$ cat src/rtl/multicycle_control_pkg.sv
// Shared MIPS control definitions: opcodes, functs, ALU/PC/RegDst codes, FSM states, instruction classes.
// Pure declarations, no logic.
package mips_defs;

    localparam logic [5:0] OP_RTYPE = 6'b000000;
    localparam logic [5:0] OP_ADDI  = 6'b001000;
    localparam logic [5:0] OP_LW    = 6'b100011;
    localparam logic [5:0] OP_SW    = 6'b101011;
    localparam logic [5:0] OP_BEQ   = 6'b000100;
    localparam logic [5:0] OP_J     = 6'b000010;
    localparam logic [5:0] OP_JAL   = 6'b000011;

    localparam logic [5:0] FN_ADD   = 6'b100000;
    localparam logic [5:0] FN_SUB   = 6'b100010;
    localparam logic [5:0] FN_SLT   = 6'b101010;
    localparam logic [5:0] FN_JR    = 6'b001000;

    localparam logic [2:0] ALU_ADD  = 3'd0;
    localparam logic [2:0] ALU_SUB  = 3'd1;
    localparam logic [2:0] ALU_SLT  = 3'd2;

    localparam logic [1:0] PC_SEQ    = 2'd0;
    localparam logic [1:0] PC_BRANCH = 2'd1;
    localparam logic [1:0] PC_JUMP   = 2'd2;
    localparam logic [1:0] PC_RS     = 2'd3;

    localparam logic [1:0] RD_RD    = 2'd0;
    localparam logic [1:0] RD_RT    = 2'd1;
    localparam logic [1:0] RD_R31   = 2'd2;

    typedef enum logic [2:0] {
        ST_FETCH  = 3'd0,
        ST_DECODE = 3'd1,
        ST_EXEC   = 3'd2,
        ST_MEM    = 3'd3,
        ST_WB     = 3'd4,
        ST_BRANCH = 3'd5,
        ST_JUMP   = 3'd6,
        ST_TRAP   = 3'd7
    } state_e;

    typedef enum logic [3:0] {
        IC_RTYPE, IC_ADDI, IC_LW, IC_SW, IC_BEQ, IC_J, IC_JAL, IC_JR, IC_ILLEGAL
    } iclass_e;

endpackage

$ cat src/rtl/multicycle_control_decode.sv
// Combinational opcode/funct classifier; also yields the ALU op for R-type arithmetic.
// Zero latency, no flow control.
module ctrl_decode
    import mips_defs::*;
(
    input  logic [5:0] opcode,
    input  logic [5:0] funct,
    output iclass_e    iclass,
    output logic [2:0] r_aluop
);

    always_comb begin
        iclass  = IC_ILLEGAL;
        r_aluop = ALU_ADD;
        case (opcode)
            OP_RTYPE: begin
                case (funct)
                    FN_ADD:  iclass = IC_RTYPE;
                    FN_SUB:  begin iclass = IC_RTYPE; r_aluop = ALU_SUB; end
                    FN_SLT:  begin iclass = IC_RTYPE; r_aluop = ALU_SLT; end
                    FN_JR:   iclass = IC_JR;
                    default: iclass = IC_ILLEGAL;
                endcase
            end
            OP_ADDI: iclass = IC_ADDI;
            OP_LW:   iclass = IC_LW;
            OP_SW:   iclass = IC_SW;
            OP_BEQ:  iclass = IC_BEQ;
            OP_J:    iclass = IC_J;
            OP_JAL:  iclass = IC_JAL;
            default: iclass = IC_ILLEGAL;
        endcase
    end

endmodule

$ cat src/rtl/multicycle_control.sv
// Multi-cycle MIPS control FSM: 3-5 cycles per instruction plus one per cycle mem_ready is low
// in FETCH/MEM; strobes are decoded from registered state and forced low while rst is high.
module multicycle_control
    import mips_defs::*;
#(
    parameter int CNT_W = 16
) (
    input  logic             clk,
    input  logic             rst,
    input  logic [31:0]      instr,
    input  logic             mem_ready,
    input  logic             zero,
    output logic             IrWr,
    output logic             PCWr,
    output logic [1:0]       PCSrc,
    output logic             MemRd,
    output logic             DmWr,
    output logic             MemOut,
    output logic             ALUSrc,
    output logic [2:0]       ALUOp,
    output logic [1:0]       RegDst,
    output logic             RegWr,
    output logic [2:0]       state,
    output logic [CNT_W-1:0] retired,
    output logic             illegal
);

    state_e           state_q, state_d;
    logic [CNT_W-1:0] retired_q, retired_d;
    logic             illegal_q, illegal_d;
    iclass_e          iclass;
    logic [2:0]       r_aluop;
    logic             retire;
    logic             unused_instr;

    assign unused_instr = ^instr[25:6];

    ctrl_decode u_decode (
        .opcode  (instr[31:26]),
        .funct   (instr[5:0]),
        .iclass  (iclass),
        .r_aluop (r_aluop)
    );

    always_ff @(posedge clk or posedge rst) begin
        if (rst) begin
            state_q   <= ST_FETCH;
            retired_q <= '0;
            illegal_q <= 1'b0;
        end else begin
            state_q   <= state_d;
            retired_q <= retired_d;
            illegal_q <= illegal_d;
        end
    end

    always_comb begin
        state_d = state_q;
        retire  = 1'b0;
        case (state_q)
            ST_FETCH:  if (mem_ready) state_d = ST_DECODE;
            ST_DECODE: begin
                case (iclass)
                    IC_RTYPE, IC_ADDI, IC_LW, IC_SW: state_d = ST_EXEC;
                    IC_BEQ:                          state_d = ST_BRANCH;
                    IC_J, IC_JAL, IC_JR:             state_d = ST_JUMP;
                    default:                         state_d = ST_TRAP;
                endcase
            end
            ST_EXEC:   state_d = (iclass == IC_LW || iclass == IC_SW) ? ST_MEM : ST_WB;
            ST_MEM: begin
                if (mem_ready) begin
                    // A store completes here; a load still needs its writeback.
                    state_d = (iclass == IC_SW) ? ST_FETCH : ST_WB;
                    retire  = (iclass == IC_SW);
                end
            end
            ST_WB, ST_BRANCH, ST_JUMP: begin
                state_d = ST_FETCH;
                retire  = 1'b1;
            end
            default:   state_d = ST_TRAP;
        endcase
        retired_d = retired_q + CNT_W'(retire);
        illegal_d = illegal_q | (state_d == ST_TRAP);
    end

    always_comb begin
        IrWr   = 1'b0;
        PCWr   = 1'b0;
        PCSrc  = PC_SEQ;
        MemRd  = 1'b0;
        DmWr   = 1'b0;
        MemOut = 1'b0;
        ALUSrc = 1'b0;
        ALUOp  = ALU_ADD;
        RegDst = RD_RD;
        RegWr  = 1'b0;
        if (!rst) begin
            case (state_q)
                ST_FETCH: begin
                    MemRd = 1'b1;
                    if (mem_ready) begin
                        IrWr = 1'b1;
                        PCWr = 1'b1;
                    end
                end
                ST_EXEC: begin
                    if (iclass == IC_RTYPE) ALUOp  = r_aluop;
                    else                    ALUSrc = 1'b1;
                end
                ST_MEM: begin
                    ALUSrc = 1'b1;
                    if (iclass == IC_SW) DmWr  = 1'b1;
                    else                 MemRd = 1'b1;
                end
                ST_WB: begin
                    RegWr = 1'b1;
                    if (iclass == IC_ADDI || iclass == IC_LW) RegDst = RD_RT;
                    if (iclass == IC_LW)                      MemOut = 1'b1;
                end
                ST_BRANCH: begin
                    ALUOp = ALU_SUB;
                    PCSrc = PC_BRANCH;
                    PCWr  = zero;
                end
                ST_JUMP: begin
                    PCWr  = 1'b1;
                    PCSrc = (iclass == IC_JR) ? PC_RS : PC_JUMP;
                    if (iclass == IC_JAL) begin
                        RegWr  = 1'b1;
                        RegDst = RD_R31;
                    end
                end
                default: ;
            endcase
        end
    end

    assign state   = state_q;
    assign retired = retired_q;
    assign illegal = illegal_q;

endmodule

$ cat config.mk
export PLATFORM = sky130hd
export DESIGN_NAME = multicycle_control
export DESIGN_NICKNAME = d
export VERILOG_FILES = /design/src/rtl/multicycle_control_pkg.sv /design/src/rtl/multicycle_control_decode.sv /design/src/rtl/multicycle_control.sv
export SDC_FILE = /design/constraint.sdc
export NUM_CORES = 1
export LEC_CHECK = 0
export ABC_AREA = 1
export ABC_CLOCK_PERIOD_IN_PS = 2190
export CORE_MARGIN = 10
export CORE_UTILIZATION = 40
export CTS_CLUSTER_DIAMETER = 100
export DETAILED_ROUTE_END_ITERATION = 10
export HOLD_SLACK_MARGIN = 0.1
export PLACE_DENSITY = 0.82
export REMOVE_ABC_BUFFERS = 1
export SLEW_MARGIN = 20
export SYNTH_ARGS = -nofsm -noshare
export SYNTH_HDL_FRONTEND = slang
export SYNTH_HIERARCHICAL = 1
export SYNTH_SLANG_ARGS = --single-unit
export TNS_END_PERCENT = 100
$ cat constraint.sdc
create_clock -name clk -period 2.19 [get_ports clk]
set_input_delay 0.438 -clock clk [delete_from_list [all_inputs] [get_ports clk]]
set_output_delay 0.438 -clock clk [all_outputs]
set_load 0.01 [all_outputs]
==> parameters.txt <==
Parameter                              Value

Run status
  Outcome    finished, violations left
  Violations in the final reports    setup timing

Power and ir drop
  Static Leak    1.28 nW
  Power consumption    approximately 0.0018 W
  Design internal power    0.00109 W
  Combinational cell fraction of total power    51.0%
  Largest voltage drop on the vdd net    0.385 mV
  Register share of total power    between 30% and 40%
  Share of total power consumed by net switching    39.1%
  Clock Power Share    16.9%
  Pwr Density    708 nW/um2
  Reported net switching power    0.000704 W

Clock tree
  Clock transition at the registers of the reported paths    0.12 ns
  Quantity of hold-fixing buffers added after cts    0
  Clock tree from TritonCTS    done
  Clk sinks    20
  Maximum root-to-sink buffer count    2
  Number of buffers created by CTS    3
  CTS Root Cell    sky130_fd_sc_hd__clkbuf_4
  Clock insertion delay at the later pin of the skew report    0.31 ns
  H-tree Lvls    1

Critical path
  Setup slack of the most critical reg-to-reg path    ~0.030 ns
  Beginning of the critical path    instr[30]
  Critical-path maximum fanout    5
  Category of the worst setup path capture point    output pin
  Startpoint kind of the worst setup timing path    input pin
  Category of the most critical setup path    in -> out
  RR Startpoint    state[2]$_DFF_PP0_
  Data required time of the worst path    1.75 ns
  Worst endpoint data arrival time    roughly 2 ns

Synth
  Count of state elements after synthesis    20
  Portion of netlist area occupied by mux cells    0%
  Post-synthesis share of cell area spent on full adders, half adders and majority gates    ~1.8%
  Share of the synthesized netlist area taken by xor and xnor gates    8.02%
  Commonest cells in the netlist    42 x sky130_fd_sc_hd__nand2_1, 23 x sky130_fd_sc_hd__inv_1, 21 x sky130_fd_sc_hd__nor2_1
  Number of different library cells in the post-synthesis netlist    28
  Async S/R FF share, synth    100%
  Most frequent cell after synthesis    sky130_fd_sc_hd__nand2_1
  Number of synthesized flops with an enable pin    0
  Portion of synthesized cell area occupied by the leading cell type    35.2%
  Number of warning messages in the yosys log    6
  Synth Flop Type    sky130_fd_sc_hd__dfrtp_1
  Combinational family with the most area after synthesis    simple AND/OR/NAND/NOR gates
  Summed instance area of the synthesized netlist    approximately 1400 um2
  Part of the Yosys area used for sequential elements    35.2%
  Post-synthesis compound-gate area fraction    4.32%
  Simple-gate share of the synthesized area    41.7%
  Synthesized netlist cell count    197
  Post-Synthesis Mean Instance Area    7.21 um2
  Yosys top cell by area    sky130_fd_sc_hd__dfrtp_1
  Top area cells in the synthesized netlist    sky130_fd_sc_hd__dfrtp_1 35%, sky130_fd_sc_hd__nand2_1 11%, sky130_fd_sc_hd__inv_1 6.1%, sky130_fd_sc_hd__nand3_1 5.6%, sky130_fd_sc_hd__nor2_1 5.6%

Placed design
  Last weighted congestion value of the routability-driven placer    ~0.86
  Pre-CTS setup slack    -0.935 ns
  Count of input and output buffers    48
  Final HPWL DP    3.09 mm

GRT
  Vias in the first global route    1683
  Wire length of the first global-routing pass    7.48 mm
  Antenna violations before repair    0
  Maximum number of pins on one net before global-route repair    21
  Total routing resource utilization after global routing    14.5%
  Total congestion overflow    0

Drt
  DR top layer    met4
  Routed vias    1719
  DR DRC count    0
  Metal2 WL    around 2.5 mm
  Count of nets left with antenna violations after detail routing    0
  Routed length on met1    1.92 mm
  Detail-routed net length per standard cell    roughly 15 um
  Vias per cell    4.95
  First-pass DRT Iterations    4
  Final routed wirelength across all metal layers    5.06 mm
  Initial drt markers    between 50 and 60
  Routed length on met3    369 um

Floorplan
  Core region area    3390 um2
  Effective utilization at floorplan    41.9%
  Ports placed on the boundary    70
  Die Height    79.6 um
  Die area    between 6000 and 7000 um2
  Number of cell rows    21
  Die Span X    79.6 um

Timing
  Total negative setup slack    -2.99 ns
  Fmax achieved    0.415 GHz
  Unrepaired setup endpoints after global routing    yes
  Minimum setup slack in the final design    -0.223 ns
  Clock skew    0.00738 ns
  Number of hold-slack violations in the final timing report    0
  Tcrit/Tclk final    110%
  Post-layout min period    2.41 ns
  Max-slew violation total from the final report    0
  Number of setup violations in the final report    22

Layout
  Share of final-layout standard cells stronger than drive strength 1    about half
  Antenna diode instance count    0
  Relative area change from synthesis to final layout    78.9%
  Net count reported at finish    340

Job
  Total of max-cap violations    0

Hold path
  Hold path start    illegal$_DFF_PP0_
  Hold WC Path Type    reg -> reg
-- kinds of logic after synthesis --
group                    count (synthesis)
flip-flops                              20
AND/OR/NAND/NOR                        118
buffers and inverters                   32
XOR/XNOR                                13
other                                    1
adder cells (fa/ha/maj)                  2
AO/OA/AOI/OAI                           11
-- worst max-delay path: stages --
cell                      delay, ns
sky130_fd_sc_hd__buf_6         0.10
sky130_fd_sc_hd__nor2_4        0.15
sky130_fd_sc_hd__buf_4         0.13
sky130_fd_sc_hd__nand3_1       0.11
sky130_fd_sc_hd__nand2_1       0.09
sky130_fd_sc_hd__inv_1         0.06
sky130_fd_sc_hd__nand2_1       0.07
sky130_fd_sc_hd__nand2_2       0.08
sky130_fd_sc_hd__buf_4         0.16
sky130_fd_sc_hd__inv_2         0.07
sky130_fd_sc_hd__nand2_2       0.08
sky130_fd_sc_hd__nor4_2        0.26
sky130_fd_sc_hd__buf_2         0.17
-- power groups by stage --
stage / clock network, W / registers (W) / logic [W]
floorplan: 0 / 0.000595 / 0.000312
global placement: 0 / 0.000573 / 0.000708
detailed placement: 0 / 0.000577 / 0.000727
CTS: 0.000308 / 0.000570 / 0.000820
global route: 0.000327 / 0.000588 / 0.00100
finish: 0.000303 / 0.000577 / 0.000918
-- through the flow --
step	hold slack [ns]	cell area (um2)	utilization, %	instances
global route	0.524	2540	75.0	347
global placement	0.452	2110	62.3	311
finish	0.479	2540	75.0	347
detailed placement	0.453	2110	62.3	311
CTS	0.483	2340	69.1	335
floorplan	0.410	1410	-	195
-- flip-flops by register name (all words and copies together), names as in the netlist --
register,flops
illegal,1
retired,16
state,3
-- worst paths after layout --
kind / to / cells after the start
min in group asynchronous: retired[7]$_DFF_PP0_ / 4
worst min register to register: illegal$_DFF_PP0_ / 2
max in group asynchronous: state[1]$_DFF_PP0_ / 4
worst min-delay path: illegal$_DFF_PP0_ / 2
worst max-delay path: MemOut / 13
worst max register to register: retired[13]$_DFF_PP0_ / 12
-- metal layers --
metal | GRT usage, % | up-vias
met5 | 0 | -
met4 | 6.27 | 0
met3 | 4.17 | 19
met2 | 27.1 | 66
met1 | 14.3 | 798
li1 | - | 836
-- cell type report --
class	count	area, um2
Clock buffer	3	22.5
Clock inverter	1	30.0
Fill cell	226	848
Timing Repair Buffer	102	842
Tap cell	46	57.6
Inverter	30	115
Multi-Input combinational cell	145	970
Sequential cell	20	504
-- cell usage in the layout (no fill, tap or decap), types with 2 or more instances in the layout --
master and n:
sky130_fd_sc_hd__dfrtp_2 3, sky130_fd_sc_hd__a21oi_1 2, sky130_fd_sc_hd__nor2_1 19, sky130_fd_sc_hd__inv_1 20, sky130_fd_sc_hd__buf_6 12, sky130_fd_sc_hd__nand2_4 3, sky130_fd_sc_hd__nor4_2 2, sky130_fd_sc_hd__nor3_2 2
sky130_fd_sc_hd__xnor2_2 3, sky130_fd_sc_hd__inv_2 9, sky130_fd_sc_hd__clkdlybuf4s50_1 23, sky130_fd_sc_hd__nor2_2 9, sky130_fd_sc_hd__nand3_2 4, sky130_fd_sc_hd__a21oi_2 3, sky130_fd_sc_hd__xor2_1 8, sky130_fd_sc_hd__o21ai_2 2
sky130_fd_sc_hd__xnor2_1 2, sky130_fd_sc_hd__nand3_1 12, sky130_fd_sc_hd__buf_4 48, sky130_fd_sc_hd__nand4_1 6, sky130_fd_sc_hd__clkbuf_4 3, sky130_fd_sc_hd__nor3_1 4, sky130_fd_sc_hd__buf_2 15, sky130_fd_sc_hd__nand2_1 35
sky130_fd_sc_hd__nand2_2 8, sky130_fd_sc_hd__nor2_4 10, sky130_fd_sc_hd__dfrtp_1 17
-- timing repair --
action                     CTS  global route
setup buffers               20            14
pin swaps                   27            33
gates resized for setup    128            35
setup endpoints to repair   27            26
Power figures use the tool's default switching activity.
